===== config.mk =====
export PLATFORM = sky130hd
export DESIGN_NAME = median_window_sequencer
export DESIGN_NICKNAME = d
export VERILOG_FILES = /design/src/rtl/median_window_sequencer.sv
export SDC_FILE = /design/constraint.sdc
export NUM_CORES = 1
export LEC_CHECK = 0
export BUFFER_PORTS_ARGS = -buffer_cell sky130_fd_sc_hd__buf_2
export CAP_MARGIN = 20
export CORE_MARGIN = 2
export CORE_UTILIZATION = 51
export DETAILED_ROUTE_END_ITERATION = 6
export GPL_TIMING_DRIVEN = 0
export PLACE_DENSITY = 0.79
export SKIP_LAST_GASP = 1
export SLEW_MARGIN = 20
export SYNTH_ARGS = -nofsm -noshare
export SYNTH_HDL_FRONTEND = slang
export SYNTH_SLANG_ARGS = --single-unit

===== constraint.sdc =====
create_clock -name clk -period 13 [get_ports clk]
set_input_delay 0 -clock clk [delete_from_list [all_inputs] [get_ports clk]]
set_output_delay 0 -clock clk [all_outputs]
set_load 0.01 [all_outputs]

===== src/rtl/median_window_sequencer.sv =====
// Raster-order 3x3 window sequencer feeding a median datapath and a byte stream.
// Define BORDER_REPLICATE_EN to filter border pixels with edge-replicated windows.
module median_window_sequencer #(
  parameter int IMG_W   = 64,
  parameter int IMG_H   = 64,
  parameter int ADDR_W  = 12,
  parameter int MED_LAT = 2
) (
  input  logic              clk,
  input  logic              rst_n,
  input  logic              start,
  output logic              busy,
  output logic              done,
  output logic              mem_rd_en,
  output logic [ADDR_W-1:0] mem_addr,
  input  logic [7:0]        mem_rd_data,
  output logic [71:0]       win_flat,
  output logic              win_valid,
  input  logic [7:0]        med_val,
  output logic [7:0]        tx_data,
  output logic              tx_valid,
  input  logic              tx_ready
);

  localparam int XW = $clog2(IMG_W + 2);
  localparam int YW = $clog2(IMG_H + 2);
  localparam int CW = $clog2(MED_LAT + 1);

  typedef enum logic [2:0] {
    S_IDLE,
    S_FETCH,
    S_WAIT_MED,
    S_SEND,
    S_ADVANCE,
    S_DONE
  } state_t;

  state_t          r_state;
  state_t          w_next;
  logic [XW-1:0]   r_x;
  logic [YW-1:0]   r_y;
  logic [3:0]      r_k;
  logic [CW-1:0]   r_cnt;
  logic [71:0]     r_win;
  logic [7:0]      r_tx;

  logic            w_last_x;
  logic            w_last_y;
  logic            w_border;
  logic [1:0]      w_dy;
  logic [1:0]      w_dx;
  logic [XW-1:0]   w_xr;
  logic [YW-1:0]   w_yr;
  logic [XW-1:0]   w_col;
  logic [YW-1:0]   w_row;
  logic            w_rd_en;
  logic            w_fetch_done;
  logic            w_med_ready;

  assign w_last_x    = (r_x == XW'(IMG_W - 1));
  assign w_last_y    = (r_y == YW'(IMG_H - 1));
  assign w_med_ready = (r_cnt == CW'(MED_LAT));

`ifdef BORDER_REPLICATE_EN
  assign w_border = 1'b0;
`else
  assign w_border = (r_x == '0) || w_last_x || (r_y == '0) || w_last_y;
`endif

  // Border pixels in skip mode read only the centre, i.e. offset (1,1).
  always_comb begin
    w_dy = 2'd1;
    w_dx = 2'd1;
    if (!w_border) begin
      case (r_k)
        4'd0:    begin w_dy = 2'd0; w_dx = 2'd0; end
        4'd1:    begin w_dy = 2'd0; w_dx = 2'd1; end
        4'd2:    begin w_dy = 2'd0; w_dx = 2'd2; end
        4'd3:    begin w_dy = 2'd1; w_dx = 2'd0; end
        4'd4:    begin w_dy = 2'd1; w_dx = 2'd1; end
        4'd5:    begin w_dy = 2'd1; w_dx = 2'd2; end
        4'd6:    begin w_dy = 2'd2; w_dx = 2'd0; end
        4'd7:    begin w_dy = 2'd2; w_dx = 2'd1; end
        4'd8:    begin w_dy = 2'd2; w_dx = 2'd2; end
        default: begin w_dy = 2'd1; w_dx = 2'd1; end
      endcase
    end
  end

  // Coordinates are biased by +1 so the -1 neighbour never underflows; clamp then unbias.
  always_comb begin
    w_xr = r_x + XW'(w_dx);
    w_yr = r_y + YW'(w_dy);
    if (w_xr == '0)
      w_col = '0;
    else if (w_xr > XW'(IMG_W))
      w_col = XW'(IMG_W - 1);
    else
      w_col = w_xr - 1'b1;
    if (w_yr == '0)
      w_row = '0;
    else if (w_yr > YW'(IMG_H))
      w_row = YW'(IMG_H - 1);
    else
      w_row = w_yr - 1'b1;
  end

  assign w_rd_en      = (r_state == S_FETCH) && (w_border ? (r_k == 4'd0) : (r_k < 4'd9));
  assign w_fetch_done = w_border ? (r_k == 4'd1) : (r_k == 4'd9);

  always_comb begin
    w_next = r_state;
    case (r_state)
      S_IDLE:     if (start) w_next = S_FETCH;
      S_FETCH:    if (w_fetch_done) w_next = w_border ? S_SEND : S_WAIT_MED;
      S_WAIT_MED: if (w_med_ready) w_next = S_SEND;
      S_SEND:     if (tx_ready) w_next = S_ADVANCE;
      S_ADVANCE:  w_next = (w_last_x && w_last_y) ? S_DONE : S_FETCH;
      S_DONE:     w_next = S_IDLE;
      default:    w_next = S_IDLE;
    endcase
  end

  always_ff @(posedge clk or negedge rst_n) begin
    if (!rst_n) begin
      r_state <= S_IDLE;
      r_x     <= '0;
      r_y     <= '0;
      r_k     <= '0;
      r_cnt   <= '0;
      r_win   <= '0;
      r_tx    <= '0;
    end else begin
      r_state <= w_next;
      case (r_state)
        S_IDLE: begin
          if (start) begin
            r_x <= '0;
            r_y <= '0;
            r_k <= '0;
          end
        end
        S_FETCH: begin
          r_k <= r_k + 1'b1;
          if (w_border) begin
            if (r_k == 4'd1) r_tx <= mem_rd_data;
          end else begin
            for (int unsigned i = 0; i < 9; i++) begin
              if (r_k == 4'(i + 1)) r_win[8*i +: 8] <= mem_rd_data;
            end
          end
          if (w_fetch_done) r_cnt <= '0;
        end
        S_WAIT_MED: begin
          r_cnt <= r_cnt + 1'b1;
          if (w_med_ready) r_tx <= med_val;
        end
        S_ADVANCE: begin
          r_k <= '0;
          if (w_last_x) begin
            r_x <= '0;
            r_y <= w_last_y ? '0 : r_y + 1'b1;
          end else begin
            r_x <= r_x + 1'b1;
          end
        end
        S_DONE: begin
          r_x <= '0;
          r_y <= '0;
        end
        default: ;
      endcase
    end
  end

  assign busy      = (r_state != S_IDLE) && (r_state != S_DONE);
  assign done      = (r_state == S_DONE);
  assign mem_rd_en = w_rd_en;
  assign mem_addr  = w_rd_en ? (ADDR_W'(w_row) * ADDR_W'(IMG_W) + ADDR_W'(w_col)) : '0;
  assign win_flat  = r_win;
  assign win_valid = (r_state == S_WAIT_MED) && (r_cnt == '0);
  assign tx_data   = r_tx;
  assign tx_valid  = (r_state == S_SEND);

endmodule


Yosys cells after proc, flatten, opt, wreduce, memory -nomap -nowiden
Memories as Yosys holds them, arrays and structs flattened.
Index checks and enable logic that the tools add are counted.
{"block": "totals", "reg_bits": 103, "ramBits": 0, "latch_bits": 0, "mem_bits_ro": 64, "n_memories": 1}
{"block": "classes", "n_mux": 30, "add_sub_neg": 9, "n_shift": 0, "bitwise": 1, "eq_ne": 25, "n_mul": 0, "magnitude_cmp": 3, "div": 0, "n_reduce_logical": 33}
{"name": "(no name shown)", "depth": 16, "width": 4, "rd": 1, "rd_clocked_by_memory_dff": 0, "wr": 0, "line": "75", "rtl": "case (r_k)"}
{"operator": "$mux W7", "n": 6}
{"operator": "$pmux W7 S3", "n": 2}
{"operator": "$reduce_and A3 Y1", "n": 10}
{"operator": "$logic_not A7 Y1", "n": 4}
{"operator": "$mux W8", "n": 3}
{"operator": "$eq A4 B3 Y1 const B", "n": 4}
{"operator": "$pmux W8 S2", "n": 1}
{"operator": "$mux W3", "n": 5}
{"operator": "$pmux W3 S5", "n": 1}
{"operator": "$add A7 B1 Y7 const B", "n": 2}
{"operator": "$add A7 B2 Y7", "n": 2}
{"operator": "$eq A7 B6 Y1 const B", "n": 2}
{"operator": "$gt A7 B7 Y1 const B", "n": 2}
{"operator": "$add A12 B7 Y12", "n": 1}
{"operator": "$mux W12", "n": 1}
{"operator": "$mux W6", "n": 2}
{"operator": "$pmux W4 S3", "n": 1}
{"operator": "$ne A2 B2 Y1 const B", "n": 5}
{"operator": "$reduce_bool A3 Y1", "n": 3}
{"operator": "$eq A4 B2 Y1 const B", "n": 2}
{"operator": "$eq A4 B4 Y1 const B", "n": 2}
{"operator": "$reduce_and A4 Y1", "n": 2}
{"operator": "$sub A7 B1 Y7 const B", "n": 1}
{"operator": "$eq A3 B2 Y1 const B", "n": 2}
{"operator": "22 further kinds", "n": 35}

Longest topological paths before layout
Gate-level depths: netlist of run 1.
{"block": "depth", "word_depth": 11, "ltp_mapped": 20, "mapped_depth_nobuf": 19}

Worst setup path after synthesis of run 1
No wires, ideal clock.
{"block": "synth_path", "path_type": "register -> output", "from": "register r_x[1]", "to": "output port mem_addr[10]", "t_arrival_ns": 4.803, "path_stages_with_launch": 21, "slack_ns": 8.197, "path_cell_list": "dfrtp_1 > inv_1 > ha_1 > or4b_2 > nor3_1 > or4_4 > buf_6 > nand2b_1 > ha_1 > inv_1 > fa_1 > clkbuf_1 > or3_1 > a2111oi_2 > nor2_1 > o21bai_1 > ha_1 > ha_1 > nor3_1 > a311oi_1 > a2111oi_2"}
{"block": "synth_between", "elab_chain_len": 11}
{"item": "from (decl)", "line": "40", "rtl": "logic [XW-1:0] r_x;"}
{"item": "from (signal assigned)", "line": "164", "rtl": "r_x <= r_x + 1'b1;"}
{"item": "$eq A7 B6 Y1 or $logic_not A7 Y1 (tied branches)", "line": "60, 67"}
{"item": "$logic_or A1 B1 Y1 (3 in series)", "line": "67", "rtl": "assign w_border = (r_x == '0) || w_last_x || (r_y == '0) || w_last_y;"}
{"item": "$mux W2", "line": "74", "rtl": "if (!w_border) begin"}
{"item": "$add A7 B2 Y7 (on tied branches)", "line": "92, 93"}
{"item": "$sub A7 B1 Y7 (tied with other cells)", "line": "99", "rtl": "w_col = w_xr - 1'b1;"}
{"item": "$mux W7 or $mux W6 (tied branches)", "line": "96, 102"}
{"item": "$mux W7 or $mux W6 (tied branches)", "line": "94, 100"}
{"item": "$add A12 B7 Y12", "line": "179", "rtl": "assign mem_addr = w_rd_en ? (ADDR_W'(w_row) * ADDR_W'(IMG_W) + ADDR_W'(w_col)) : '0;"}
{"item": "$mux W12 *", "line": "179"}
{"item": "to (decl)", "line": "15", "rtl": "output logic [ADDR_W-1:0] mem_addr,"}
Mark *: on every way between the ends. The rest lies on a longest branch, timed or not.

Final worst setup path of run 1
{"block": "layout_path", "from": "register r_x[0]", "to": "output port mem_addr[10]"}
Same word-level chain as after synthesis.

==> reports/results.env, run 1 <==
TIMING.CRITICAL_PATH.CELLS='ha_1, nand2_1, nor3_1, or4_4, buf_6, nand2b_1, ha_1, inv_1, fa_1, clkbuf_1, or3_1, a2111oi_2, nor2_1, o21bai_1, ha_1, ha_1, nor3_1, a311oi_1, a2111oi_2, buf_2'
WORST_CLOCK_SKEW_NS=0.01814
INITIAL_ANTENNA_VIOLATION_COUNT=0
START_UTIL=0.5216
YOSYSWARNINGCOUNT=0
CP.BUFFERS_INVERTERS=4
PLACE_WORST_SETUP_SLACK_NS=7.574
ANTENNA_LEFT=0
YS_SEQ_ELEMENTS=103
CELL_COUNT_AFTER_SYNTHESIS=508
FIN_HOLD_WS_NS=0.01764
CLOCK_SINK_COUNT=103
LAYOUT_AREA_GROWTH_OVER_SYNTHESIS_PCT=18.54
IOS=117
COUNT_OF_INPUT_AND_OUTPUT_BUFFERS=108
CP-START-KIND='register'
IRDROPWORSTVDD_mV=0.1508
ROW_COUNT=38
TOTAL_LEAKAGE_POWER_nW=2.994
TRITONCTS='built'
YOSYS.CELL_TYPES.COUNT=61
RELSLEWSLACK=0.5142
YOSYSSEQAREASHARE=0.4579
TIMING_MAX_TRANSITION_VIOLATIONS_FINAL=0
DIE_HEIGHT_UM=109.1
TRANSITION_TIME_AT_THE_PIN_WITH_THE_LEAST_SLEW_MARGIN_NS=0.7231
ROUTED_WIRELENGTH_UM=13000
SYNTH.NET_COUNT=550
FIN_CRIT_NS=5.820
AVGROUTEDWIREPERCELL_UM=16.60
GLOBALROUTEOVERFLOWTOTAL=0
PWR_DENSITY_CELL_nW_PER_UM2=177.8
DETAIL_ROUTE.FIRST_PASS.ITERATIONS=5
MOST_FREQUENTLY_USED_FLOP_MASTER_AFTER_SYNTHESIS='sky130_fd_sc_hd__dfrtp_1'
SETUP_TNS_NS=0
NUMBER_OF_GLOBAL_ROUTE_VIAS_BEFORE_REPAIR=4386
TIMING.HOLD.WORST.CLASS='primary input to register'
TOTALPOWERFINAL_W=0.001187
TIMING.FINAL.CRIT_SHARE=0.4477
GRT_MAX_DEGREE=78
VIA_DENSITY=5.622
MAXCAPVIOLCOUNT=0
ENDPOINTS_FAILING_HOLD=0
CRIT_FAMILY='simple AND/OR/NAND/NOR gates'
DRT-INITIAL-DRC-COUNT=209
DETAILED_PLACE_HPWL_UM=9777
CTS-HTREE-LEVELS=3
WORST_PATH_LARGEST_CELL_DELAY_NS=0.57
WORST_EP_ARRIVAL_TIME_NS=5.82
DR_TOTAL_VIAS=4402
SYNTH_EDF_COUNT=0
NUM-NETS-FINAL=680
WORST_PATH_MOST_REPEATED_CELL='sky130_fd_sc_hd__ha_1'
PLACEABLECOREAREA_UM2=10790
GRT_PASS1_WL_UM=21580
REMAINING_DRC_ERRORS=0
INSERTEDDIODECOUNT=0
GRT_USE_TOTAL=0.2315
POSTCTSSETUPREPAIRBUFS=0
POSTLAYOUTCOREUTIL=0.6182
ASYNCSETRESETFLOPFRACSYNTH=1.000
CLOCK_TREE.ROOT_CELL='sky130_fd_sc_hd__clkbuf_8'
WORST_SETUP_PATH_END_KIND='output pin'
CELLS_RESIZED_BY_POST_CTS_REPAIR=0
CLK-INSERTION-DELAY-LATE_NS=0.37
POST_SYNTH.CELL_AREA_AVG_UM2=11.08
HOLDBUFCOUNTCTS=10
DIE_AREA_UM2=11890
CP_SLOWEST_CELL='sky130_fd_sc_hd__nor3_1'
MAX_FREQ_MHz=171.8
CRITICAL_PATH_START_END_CLASSIFICATION='register to output pin'
FIN_WS_NS=7.180
FINAL_LAYOUT_SIZE_SUFFIX_GT1_FRAC=0.3686
WORST-PATH-MAX-FANOUT=10
CTS-ROOT-TO-SINK-BUFFERS=2
GPL.FINAL_WEIGHTED_CONGESTION=0.8278
MAPPEDNETLISTAREA_UM2=5629
TIMING.CRITICAL_PATH.REQUIRED_NS=13.00
CTS.REPORTEDPATHS.CLKPINSLEW_NS=0.10
NUMCTSBUFFERS=9
SETUP_REPAIR_AFTER_GLOBAL_ROUTING_MISSED_ITS_MARGIN='no'
OUTCOME='completed'
SETUP_VIOL=0
DIEWIDTH_UM=109.1
-- per-stage QoR --
| stage | cells | cell area [um^2] |
|---|---|---|
| 2_1_floorplan | 508 | 5629 |
| 3_3_place_gp | 756 | 6345 |
| 3_5_place_dp | 757 | 6379 |
| 4_1_cts | 783 | 6673 |
| 5_1_grt | 783 | 6673 |
| 6_report | 783 | 6673 |
-- synth_stat cells (2+ instances only) --
library cell / count / share of area
sky130_fd_sc_hd__a21o_1: 3 / 0.0040
sky130_fd_sc_hd__a2111o_1: 2 / 0.0040
sky130_fd_sc_hd__nand2_1: 24 / 0.016
sky130_fd_sc_hd__nor3_2: 2 / 0.0036
sky130_fd_sc_hd__nor3b_1: 4 / 0.0053
sky130_fd_sc_hd__nand3_1: 9 / 0.0080
sky130_fd_sc_hd__inv_1: 22 / 0.015
sky130_fd_sc_hd__clkbuf_1: 12 / 0.0080
sky130_fd_sc_hd__and2_1: 6 / 0.0067
sky130_fd_sc_hd__buf_4: 2 / 0.0027
sky130_fd_sc_hd__a31oi_1: 7 / 0.0078
sky130_fd_sc_hd__and3_1: 4 / 0.0044
sky130_fd_sc_hd__mux2_2: 90 / 0.18
sky130_fd_sc_hd__a22o_1: 5 / 0.0078
sky130_fd_sc_hd__or3_1: 3 / 0.0033
sky130_fd_sc_hd__nor2_1: 30 / 0.020
sky130_fd_sc_hd__nor3_1: 17 / 0.015
sky130_fd_sc_hd__o21a_1: 5 / 0.0067
sky130_fd_sc_hd__o31ai_1: 2 / 0.0027
sky130_fd_sc_hd__nand2b_1: 6 / 0.0067
sky130_fd_sc_hd__ha_1: 20 / 0.044
sky130_fd_sc_hd__o21bai_1: 3 / 0.0040
sky130_fd_sc_hd__o21ai_0: 19 / 0.017
sky130_fd_sc_hd__nor2b_1: 9 / 0.010
sky130_fd_sc_hd__buf_1: 11 / 0.0073
sky130_fd_sc_hd__xor2_1: 11 / 0.017
sky130_fd_sc_hd__or2_2: 2 / 0.0022
sky130_fd_sc_hd__a2111oi_2: 2 / 0.0053
sky130_fd_sc_hd__a311oi_1: 2 / 0.0031
sky130_fd_sc_hd__fa_1: 2 / 0.0071
sky130_fd_sc_hd__a21boi_0: 5 / 0.0067
sky130_fd_sc_hd__xnor2_1: 13 / 0.020
sky130_fd_sc_hd__nand4_1: 5 / 0.0056
sky130_fd_sc_hd__a21oi_1: 17 / 0.015
sky130_fd_sc_hd__dfrtp_1: 103 / 0.46
sky130_fd_sc_hd__buf_2: 3 / 0.0027
sky130_fd_sc_hd__maj3_1: 2 / 0.0036
-- per-layer routing --
metal | wire length [um] | part of all wire | vias up | GRT usage
li1 | - | - | 2062 | -
met1 | 5676 | 0.44 | 2212 | 0.3003
met2 | 6520 | 0.50 | 110 | 0.3966
met3 | 618 | 0.048 | 18 | 0.05021
met4 | 179 | 0.014 | 0 | 0.05403
met5 | 0 | 0 | - | 0
-- worst min-delay path, cell delays in order --
cell,delay [ns]
sky130_fd_sc_hd__buf_2,0.08
sky130_fd_sc_hd__mux2_2,0.14
sky130_fd_sc_hd__mux2_2,0.14
-- registers in the layout, summed over array words and instances (netlist names) --
signal and count:
tx_data 8, r_y 7, r_cnt 2, win_flat 72, r_state 3, r_x 7, r_k 4
-- final timing paths --
path	from	end	slack, ns	cells past startpoint
max in group asynchronous	rst_n	r_k[0]$_DFFE_PN0P_	12.31	3
worst min-delay path	med_val[0]	tx_data[0]$_DFFE_PN0P_	0.02	3
min in group asynchronous	rst_n	win_flat[16]$_DFFE_PN0P_	0.03	2
worst min register to register	win_flat[36]$_DFFE_PN0P_	win_flat[36]$_DFFE_PN0P_	0.51	1
worst max register to register	r_x[0]$_DFFE_PN0P_	win_flat[16]$_DFFE_PN0P_	9.99	9
worst max-delay path	r_x[0]$_DFFE_PN0P_	mem_addr[10]	7.18	20
-- cell type report --
cell class,count,area [um^2]
Multi-Input combinational cell,354,2841
Tap cell,140,175.2
Clock buffer,9,123.9
Buffer,29,127.6
Clock inverter,7,70.07
Sequential cell,103,2577
Inverter,22,82.58
Fill cell,857,4120
Timing Repair Buffer,119,674.4
-- power breakdown --
part	total, W	switching [W]	internal [W]	leakage (nW)
Sequential	0.000465	0.0000556	0.000409	1.24
Combinational	0.000526	0.000288	0.000238	1.65
Clock	0.000196	0.000120	0.0000758	0.101
-- cell usage in the layout, fill, tap and decap left out, types with 4 or more instances in the layout --
cell type,Yosys,final
sky130_fd_sc_hd__a22o_1,5,5
sky130_fd_sc_hd__nand4_1,5,5
sky130_fd_sc_hd__nor2_1,30,30
sky130_fd_sc_hd__a31oi_1,7,7
sky130_fd_sc_hd__dfrtp_1,103,103
sky130_fd_sc_hd__dlygate4sd3_1,0,10
sky130_fd_sc_hd__buf_1,11,11
sky130_fd_sc_hd__o21ai_0,19,19
sky130_fd_sc_hd__clkbuf_8,0,9
sky130_fd_sc_hd__and3_1,4,4
sky130_fd_sc_hd__nor2b_1,9,9
sky130_fd_sc_hd__xor2_1,11,11
sky130_fd_sc_hd__nand2b_1,6,6
sky130_fd_sc_hd__ha_1,20,20
sky130_fd_sc_hd__mux2_2,90,90
sky130_fd_sc_hd__nor3_1,17,17
sky130_fd_sc_hd__a21oi_1,17,17
sky130_fd_sc_hd__and2_1,6,6
sky130_fd_sc_hd__nand3_1,9,9
sky130_fd_sc_hd__xnor2_1,13,13
sky130_fd_sc_hd__o21a_1,5,5
sky130_fd_sc_hd__nand2_1,24,24
sky130_fd_sc_hd__inv_1,22,22
sky130_fd_sc_hd__buf_2,3,110
sky130_fd_sc_hd__clkbuf_1,12,12
sky130_fd_sc_hd__nor3b_1,4,4
sky130_fd_sc_hd__a21boi_0,5,5
-- cells by family after synthesis --
group | after synthesis | share of synthesized area
xor+xnor | 24 | 0.03734
simple gates | 134 | 0.1305
fa+ha+maj | 24 | 0.05512
buf+inv | 51 | 0.03734
mux | 91 | 0.1818
flops | 103 | 0.4579
compound gates | 81 | 0.1000
Note: power is estimated with default switching activity, not from simulation.
==> run 2, diff against run 1 <==
- clock period: 13 -> 5.5 ns (I/O delays scaled with it)
==> run 2 against run 1 <==
Cell count rose by 0.51%. Design area grew 1.5%. Die area unchanged. Count of clock-buffer cells in the layout stayed put. Wire length up 1.3%. Utilization rose by 0.93 points. Global-route usage is 0.051 points higher. Non-clock buffer count rose by 4. Register-to-register slack got worse by 7.5 ns. First-iteration DRC count shrank 7.2%. Sequential power up 130%. Worst hold slack better by 0.0013 ns. Largest cell class unchanged.
==> reports/results.env, run 2 (synthesis results as in run 1) <==
DIE_AREA_UM2=11890  # unchanged
GRT_USE_TOTAL=0.2321  # +0.0005117
TRANSITION_TIME_AT_THE_PIN_WITH_THE_LEAST_SLEW_MARGIN_NS=0.6587  # -0.06434 ns
SETUP_TNS_NS=0  # unchanged
CP-START-KIND='register'
WORST_EP_ARRIVAL_TIME_NS=5.16  # -0.66 ns
INITIAL_ANTENNA_VIOLATION_COUNT=0  # unchanged
NUM-NETS-FINAL=684  # +0.59%
INSERTEDDIODECOUNT=0  # unchanged
LAYOUT_AREA_GROWTH_OVER_SYNTHESIS_PCT=20.32
WORST-PATH-MAX-FANOUT=10  # unchanged
ROUTED_WIRELENGTH_UM=13160  # +1.3%
SETUP_VIOL=0  # unchanged
TIMING.CRITICAL_PATH.CELLS='buf_4, ha_1, nand2_1, nor3_2, or4_4, buf_6, or3_1, ha_1, fa_1, clkbuf_1, nor3_1, a31oi_1, nor3b_1, a21boi_0, ha_1, ha_2, nor3_2, a311oi_1, a2111oi_2, buf_2'
VIA_DENSITY=5.569  # -0.94%
CTS-ROOT-TO-SINK-BUFFERS=2  # unchanged
GLOBALROUTEOVERFLOWTOTAL=0  # unchanged
OUTCOME='completed'
TIMING.FINAL.CRIT_SHARE=0.9383
CTS-HTREE-LEVELS=3  # unchanged
CLOCK_SINK_COUNT=103  # unchanged
WORST_PATH_LARGEST_CELL_DELAY_NS=0.51  # -0.06 ns
FINAL_LAYOUT_SIZE_SUFFIX_GT1_FRAC=0.3957  # +0.02709
TRITONCTS='built'
PWR_DENSITY_CELL_nW_PER_UM2=418.0  # +140%
ANTENNA_LEFT=0  # unchanged
GRT_MAX_DEGREE=78  # unchanged
MOSTFREQUENTLAYOUTCELL='sky130_fd_sc_hd__buf_2'
DIEWIDTH_UM=109.1  # unchanged
TOP_LAYER_USED='met4'
GPL.FINAL_WEIGHTED_CONGESTION=0.8278  # unchanged
MET3WIRELENGTH_UM=737  # +19%
CP_SLOWEST_CELL='sky130_fd_sc_hd__or4_4'
REMAINING_DRC_ERRORS=0  # unchanged
WORST_PATH_MOST_REPEATED_CELL='sky130_fd_sc_hd__ha_1'
POSTLAYOUTCOREUTIL=0.6275  # +0.009274
NUMCTSBUFFERS=9  # unchanged
WORST_SETUP_PATH_END_KIND='output pin'
MET1WIRELENGTH_UM=5568  # -1.9%
CLK-INSERTION-DELAY-LATE_NS=0.37  # about the same
TIMING.HOLD.WORST.CLASS='primary input to register'
GRT_PASS1_WL_UM=21580  # about the same
DR_WL_MET2_UM=6706  # +2.9%
DIE_HEIGHT_UM=109.1  # unchanged
RELSLEWSLACK=0.5584  # +0.04421
TOTAL_LEAKAGE_POWER_nW=3.023  # +0.95%
ENDPOINTS_FAILING_HOLD=0  # unchanged
PLACEABLECOREAREA_UM2=10790  # unchanged
DRT-INITIAL-DRC-COUNT=194  # -7.2%
SETUP_REPAIR_AFTER_GLOBAL_ROUTING_MISSED_ITS_MARGIN='no'
LARGEST_REG_FLOPS=72  # unchanged
AVGROUTEDWIREPERCELL_UM=16.72  # +0.75%
WORST_CLOCK_SKEW_NS=0.01733  # -0.0008099 ns
CP.BUFFERS_INVERTERS=4  # unchanged
START_UTIL=0.5216  # unchanged
TIMING_MAX_TRANSITION_VIOLATIONS_FINAL=0  # unchanged
ROW_COUNT=38  # unchanged
DR_TOTAL_VIAS=4383  # -0.43%
TIMING.CRITICAL_PATH.REQUIRED_NS=5.50  # -7.50 ns
DETAILED_PLACE_HPWL_UM=9777  # unchanged
FIN_CRIT_NS=5.160
IOS=117  # unchanged
CRIT_FAMILY='simple AND/OR/NAND/NOR gates'
NUMBER_OF_GLOBAL_ROUTE_VIAS_BEFORE_REPAIR=4393  # +0.16%
DETAIL_ROUTE.FIRST_PASS.ITERATIONS=4  # -1
IRDROPWORSTVDD_mV=0.3565  # +140%
COUNT_OF_INPUT_AND_OUTPUT_BUFFERS=108  # unchanged
MAX_FREQ_MHz=193.8
CLOCK_TREE.ROOT_CELL='sky130_fd_sc_hd__clkbuf_8'
CRITICAL_PATH_START_END_CLASSIFICATION='register to output pin'
CTS.REPORTEDPATHS.CLKPINSLEW_NS=0.10  # about the same
FINAL_CELL_MIX='sky130_fd_sc_hd__buf_2 (110), sky130_fd_sc_hd__dfrtp_1 (101), sky130_fd_sc_hd__mux2_2 (90), sky130_fd_sc_hd__nor2_1 (29), sky130_fd_sc_hd__nand2_1 (24)'
MAXCAPVIOLCOUNT=0  # unchanged
==> run 2: cell type report <==
type                            count  area (um^2)
Clock buffer                        9        123.9
Tap cell                          140        175.2
Timing Repair Buffer              123        704.4
Fill cell                         845         4020
Buffer                             29        131.4
Clock inverter                      7        70.07
Sequential cell                   103         2580
Multi-Input combinational cell    354         2905
Inverter                           22        82.58
==> run 2: worst reg2reg max path: stages (launching register included) <==
cell                      delay [ns]
sky130_fd_sc_hd__dfrtp_2        0.42
sky130_fd_sc_hd__buf_4          0.16
sky130_fd_sc_hd__ha_1           0.25
sky130_fd_sc_hd__nand2_1        0.10
sky130_fd_sc_hd__nor3_2         0.08
sky130_fd_sc_hd__or4_4          0.51
sky130_fd_sc_hd__or2_1          0.23
sky130_fd_sc_hd__buf_2          0.17
sky130_fd_sc_hd__nor4b_4        0.58
sky130_fd_sc_hd__mux2_2         0.41
==> run 2: metal layers <==
layer,up-vias,GRT usage
met3,15,0.05140
met4,0,0.05037
li1,2067,-
met5,-,0
met1,2182,0.3003
met2,119,0.3993
==> run 2: power by group <==
part | switching, W | internal [W] | leakage, nW
clock | 0.000284 | 0.000179 | 0.101
sequential | 0.000124 | 0.000969 | 1.24
combinational | 0.000697 | 0.000578 | 1.68
==> run 2: path summary, 6_finish.rpt <==
check                                               from                  endpoint  slack, ns  cells past startpoint
worst max-delay path                  r_x[0]$_DFFE_PN0P_              mem_addr[10]       0.34                     20
worst min-delay path                          med_val[0]    tx_data[0]$_DFFE_PN0P_       0.02                      3
worst max register to register        r_x[0]$_DFFE_PN0P_  win_flat[16]$_DFFE_PN0P_       2.50                      9
worst min register to register  win_flat[36]$_DFFE_PN0P_  win_flat[36]$_DFFE_PN0P_       0.51                      1
max in group asynchronous                          rst_n        r_x[1]$_DFFE_PN0P_       4.79                      3
min in group asynchronous                          rst_n  win_flat[16]$_DFFE_PN0P_       0.03                      2
==> run 2: repair_timing <==
item,4_1_cts,5_1_grt
hold buffers,10,0
resized for setup,9,10
setup endpoints to repair,2,3
buffers inserted,3,1
hold endpoints to repair,112,0
pin swaps,1,2
==> run 2: per-stage QoR <==
step / hold WS (ns) / cell area, um^2 / std cells / power [W] / setup slack (ns)
2_1_floorplan: -0.2956 / 5629 / 508 / 0.001917 / 0.6975
5_1_grt: 0.01338 / 6773 / 787 / 0.003024 / 0.02181
3_5_place_dp: -0.1155 / 6379 / 757 / 0.002350 / 0.07429
4_1_cts: 0.01742 / 6729 / 786 / 0.002836 / 0.004607
6_report: 0.01895 / 6773 / 787 / 0.002831 / 0.3396
3_3_place_gp: 0.2704 / 6345 / 756 / 0.002285 / 0.1993
